[src/rtl/jk_bank_arbiter.sv]
// Two-requester arbiter driving a shared W-bit JK flip-flop bank, with shadow state and settle gap.
// Define JKARB_FIXED_PRIO_EN for fixed A-over-B priority; default is round-robin.
module jk_bank_arbiter #(
    parameter int W          = 4,
    parameter int SETTLE_CYC = 2
) (
    input  logic         clk,
    input  logic         reset,
    input  logic         req_a,
    input  logic [1:0]   cmd_a,
    input  logic [W-1:0] mask_a,
    input  logic         req_b,
    input  logic [1:0]   cmd_b,
    input  logic [W-1:0] mask_b,
    output logic         gnt_a,
    output logic         gnt_b,
    output logic [W-1:0] j_out,
    output logic [W-1:0] k_out,
    output logic [W-1:0] q_shadow,
    output logic         busy
);

    typedef enum logic [1:0] {
        IDLE   = 2'd0,
        DRIVE  = 2'd1,
        SETTLE = 2'd2
    } state_t;

    state_t       state;
    logic [3:0]   settle_cnt;
    logic         pick_b;
    logic [1:0]   sel_cmd;
    logic [W-1:0] sel_mask;
    logic [W-1:0] j_d;
    logic [W-1:0] k_d;

`ifdef JKARB_FIXED_PRIO_EN
    always_comb begin
        pick_b = req_b & ~req_a;
    end
`else
    // last_winner: 1 means B won last, so A takes the next tie
    logic last_winner;

    always_comb begin
        pick_b = req_b & (~req_a | ~last_winner);
    end

    always_ff @(posedge clk) begin
        if (reset) begin
            last_winner <= 1'b1;
        end else if (state == IDLE && (req_a || req_b)) begin
            last_winner <= pick_b;
        end
    end
`endif

    always_comb begin
        sel_cmd  = pick_b ? cmd_b  : cmd_a;
        sel_mask = pick_b ? mask_b : mask_a;
        j_d      = sel_cmd[1] ? sel_mask : '0;
        k_d      = sel_cmd[0] ? sel_mask : '0;
    end

    always_ff @(posedge clk) begin
        if (reset) begin
            state      <= IDLE;
            settle_cnt <= '0;
            gnt_a      <= 1'b0;
            gnt_b      <= 1'b0;
            j_out      <= '0;
            k_out      <= '0;
            q_shadow   <= '0;
            busy       <= 1'b0;
        end else begin
            unique case (state)
                IDLE: begin
                    if (req_a || req_b) begin
                        state <= DRIVE;
                        busy  <= 1'b1;
                        gnt_a <= ~pick_b;
                        gnt_b <= pick_b;
                        j_out <= j_d;
                        k_out <= k_d;
                    end
                end
                DRIVE: begin
                    gnt_a    <= 1'b0;
                    gnt_b    <= 1'b0;
                    j_out    <= '0;
                    k_out    <= '0;
                    // JK next state: set where J & ~q, keep where ~K & q
                    q_shadow <= (j_out & ~q_shadow) | (~k_out & q_shadow);
                    if (SETTLE_CYC == 0) begin
                        state <= IDLE;
                        busy  <= 1'b0;
                    end else begin
                        state      <= SETTLE;
                        settle_cnt <= 4'(SETTLE_CYC - 1);
                    end
                end
                SETTLE: begin
                    if (settle_cnt == 4'd0) begin
                        state <= IDLE;
                        busy  <= 1'b0;
                    end else begin
                        settle_cnt <= settle_cnt - 4'd1;
                    end
                end
                default: begin
                    state <= IDLE;
                    busy  <= 1'b0;
                end
            endcase
        end
    end

endmodule
[config.mk]
export PLATFORM = sky130hd
export DESIGN_NAME = jk_bank_arbiter
export DESIGN_NICKNAME = d
export VERILOG_FILES = /design/src/rtl/jk_bank_arbiter.sv
export SDC_FILE = /design/constraint.sdc
export NUM_CORES = 1
export LEC_CHECK = 0
export ABC_AREA = 0
export BUFFER_PORTS_ARGS = -buffer_cell sky130_fd_sc_hd__buf_4
export CORE_MARGIN = 2
export CORE_UTILIZATION = 46
export CTS_BUF_LIST = sky130_fd_sc_hd__clkbuf_8
export DETAILED_ROUTE_END_ITERATION = 6
export GPL_TIMING_DRIVEN = 0
export PLACE_DENSITY_LB_ADDON = 0.05
export SKIP_LAST_GASP = 1
export SLEW_MARGIN = 20
export SYNTH_ARGS = -nofsm -noshare
export SYNTH_HDL_FRONTEND = slang
export SYNTH_SLANG_ARGS = --single-unit
[constraint.sdc]
create_clock -name clk -period 2.3 [get_ports clk]
set_input_delay 0.345 -clock clk [delete_from_list [all_inputs] [get_ports clk]]
set_output_delay 0.345 -clock clk [all_outputs]
set_load 0.005 [all_outputs]
==> results_dict.tcl <==
set metrics [dict create \
    outcome "complete, no violations" \
    synth_top_cell_area_share_pct 44.2 \
    place_inst 175 \
    crit_end "settle_cnt[3]" \
    async_reset_ff_share_pct 0 \
    whs_ns 0.254 \
    nets 170 \
    required_ns 2.49 \
    final_max_slew_viol_count 0 \
    worstHoldPathType "primary input to flop" \
    coreArea_sq_um 2000 \
    synth_cells 118 \
    post_cts_buffers 0 \
    clk_root_buffer_cell "clkbuf_8" \
    cts_max_level 1 \
    synth_warnings 0 \
    synth.area.top_cells "dfxtp_1 (44%), a21oi_1 (7.5%), nand2_1 (4.9%)" \
    clkLatencyLatePin_ns 0.26 \
    dp_slack_ns 0.511 \
    grt_pass1_vias 895 \
    die_y_microns 50.6 \
    hold_viol_final 0 \
    drtIter0Drc 18 \
    end_kind "flop" \
    clock-skew-final_ns 0.00221 \
    powerDensity_nw_per_um2 703 \
    synth_seq_area_share_pct 44.2 \
    cts-resized-gates 0 \
    synth_edf_count 0 \
    cts_tree "done" \
    crit_path_start_kind "flop" \
    layout_min_cycle_time_ns 1.82 \
    nFillCells 184 \
    first_pass_iters 5 \
    syn_area_sq_um 997 \
    fmax_mhz 551 \
    wl_microns 2300 \
    ctsLongestPathBuffers 2 \
    routedWlPerCell_microns 12.8 \
    tightest_slew_ns 0.942 \
    drive_gt1_share_pct 26.3 \
    setup_tns_ns 0 \
    max_cap_violations 0 \
    initial_utilization_pct 49.8 \
    antenna_cells 0 \
    grt-ovfl-total 0 \
    startpoint "settle_cnt[0]" \
    syn_avg_cell_area_sq_um 8.45 \
    synth_seq_cells 22 \
    setup_violations 0 \
    antenna_found_initial 0 \
    grt_pass1_wl_microns 3840 \
    vdd_drop_max_v 0.000475 \
    crit_type "flop to flop" \
    dpl.hpwl_microns 1710 \
    cts_hold_buf 0 \
    period_share_pct 78.9 \
    instances_no_fill 179 \
    dieWidth_microns 50.6 \
    ys.flop_type "dfxtp_1" \
    drc 0 \
    critPathMaxFanout 6 \
    viasPerCell 5.59 \
    row_count 16 \
    portBuffers 30 \
    syn_nets 135 \
    synth.distinct_cells 31 \
    vias 1001 \
    reg2reg_slack_ns 0.48 \
    slew-limit-headroom_pct 36.6 \
    r2r_cells 7 \
    yosys.area.top_type "dfxtp_1" \
    reg2reg_to "settle_cnt[3]" \
    grt_max_degree 14 \
    cp.arrival_ns 2.01 \
    numCtsBuffers 3 \
    clkSinkCount 22 \
    grt_setup_unrepaired "no" \
    synthToLayoutAreaGrowth_pct 33.1 \
    worst_slack_ns 0.484 \
    grt_usage_pct 19.5 \
    postRouteAntennaNets 0 \
    p_leak_nw 0.537 \
    gp_congestion 0.798 \
    reg2reg_from "settle_cnt[0]" \
    die-area_sq_um 2560 \
    io_pins 31 \
    clk_pin_slew_ns 0.08 \
]
## routing by layer
| metal | part of all wire (%) | GRT usage (%) |
|---|---|---|
| met1 | 45 | 24.6 |
| met2 | 49 | 32.7 |
| met3 | 4.8 | 3.27 |
| met4 | 1.1 | 8.56 |
| met5 | 0 | 0 |
## cells in the mapped netlist (2+ instances only)
| cell | number |
|---|---|
| nor2_1 | 6 |
| nand3b_1 | 2 |
| mux2_2 | 4 |
| inv_1 | 5 |
| or3_1 | 2 |
| clkbuf_1 | 5 |
| a311oi_1 | 3 |
| a211oi_1 | 3 |
| a21oi_1 | 15 |
| nor3_1 | 2 |
| dfxtp_1 | 22 |
| and4b_1 | 2 |
| nor3b_1 | 2 |
| nand2b_1 | 2 |
| and3_1 | 2 |
| nand3_1 | 3 |
| nand2_1 | 13 |
| a2bb2oi_1 | 2 |
| o21ai_0 | 9 |
| nor2b_1 | 3 |
## worst min-delay path by stage
| stage | startpoint | endpoint | cells after the start |
|---|---|---|---|
| 6_report | reset | settle_cnt[1] | 2 |
| 5_1_grt | reset | settle_cnt[1] | 2 |
| 4_1_cts | reset | settle_cnt[1] | 2 |
| 3_5_place_dp | k_out[0] | k_out[0] | 2 |
| 3_3_place_gp | q_shadow[0] | q_shadow[0] | 2 |
| 2_1_floorplan | reset | settle_cnt[1] | 1 |
## power by group
| group | total [mW] | switching [mW] | internal (mW) | leakage [nW] |
|---|---|---|---|---|
| Sequential | 0.421 | 0.0177 | 0.403 | 0.180 |
| Combinational | 0.154 | 0.0763 | 0.0780 | 0.322 |
| Clock | 0.358 | 0.126 | 0.232 | 0.0357 |
| Total | 0.933 | 0.220 | 0.714 | 0.537 |
## per-stage QoR
| stage | cell area [sq um] | util, % | power [mW] |
|---|---|---|---|
| finish | 1330 | 66.3 | 0.933 |
| global route | 1330 | 66.3 | 0.977 |
| CTS | 1330 | 66.3 | 0.937 |
| detailed placement | 1260 | 62.7 | 0.583 |
| global placement | 1260 | 62.7 | 0.578 |
| floorplan | 997 | - | 0.516 |
## placed cells by master, fill, tap and decap left out, drive strengths merged, types with 2 or more instances in the layout
cell type / count
mux2: 4
a311oi: 3
and3: 2
dfxtp: 22
nor2: 6
or3: 2
inv: 6
nand3: 3
a21oi: 15
nor2b: 3
a211oi: 3
a2bb2oi: 2
buf: 30
clkbuf: 9
nand3b: 2
nor3b: 2
and4b: 2
o21ai: 9
nor3: 2
nand2b: 2
nand2: 13
## sequential cells by signal, summed over array words and instances (netlist names)
| signal | flops |
|---|---|
| busy | 1 |
| gnt_a | 1 |
| gnt_b | 1 |
| j_out | 4 |
| k_out | 4 |
| last_winner | 1 |
| q_shadow | 4 |
| settle_cnt | 4 |
| state | 2 |
## critical path: stages (launching register included)
cell and delay (ns):
dfxtp_1 0.36, inv_1 0.06, ha_1 0.22, nor3b_1 0.16, or3_1 0.30, clkbuf_2 0.16
or3_1 0.36, a31oi_1 0.12
## cells by family (layout without fill, tap and decap cells)
logic type,Yosys count,in the layout,share of synthesized area [%]
AO/OA/AOI/OAI,38,38,23.5
adder cells (fa/ha/maj),1,1,1.25
buffers and inverters,12,46,4.64
flip-flops,22,22,44.2
multiplexers,5,5,5.52
AND/OR/NAND/NOR,40,40,21.0
## cell type report
class	count	area [sq um]	area share [%]
Clock inverter	1	30.0	2.26
Tap cell	27	33.8	2.54
Inverter	6	22.5	1.70
Sequential cell	22	440	33.2
Clock buffer	3	41.3	3.11
Timing Repair Buffer	30	225	17.0
Multi-Input combinational cell	84	510	38.5
Buffer	6	23.8	1.79
Power figures use the tool's default switching activity.
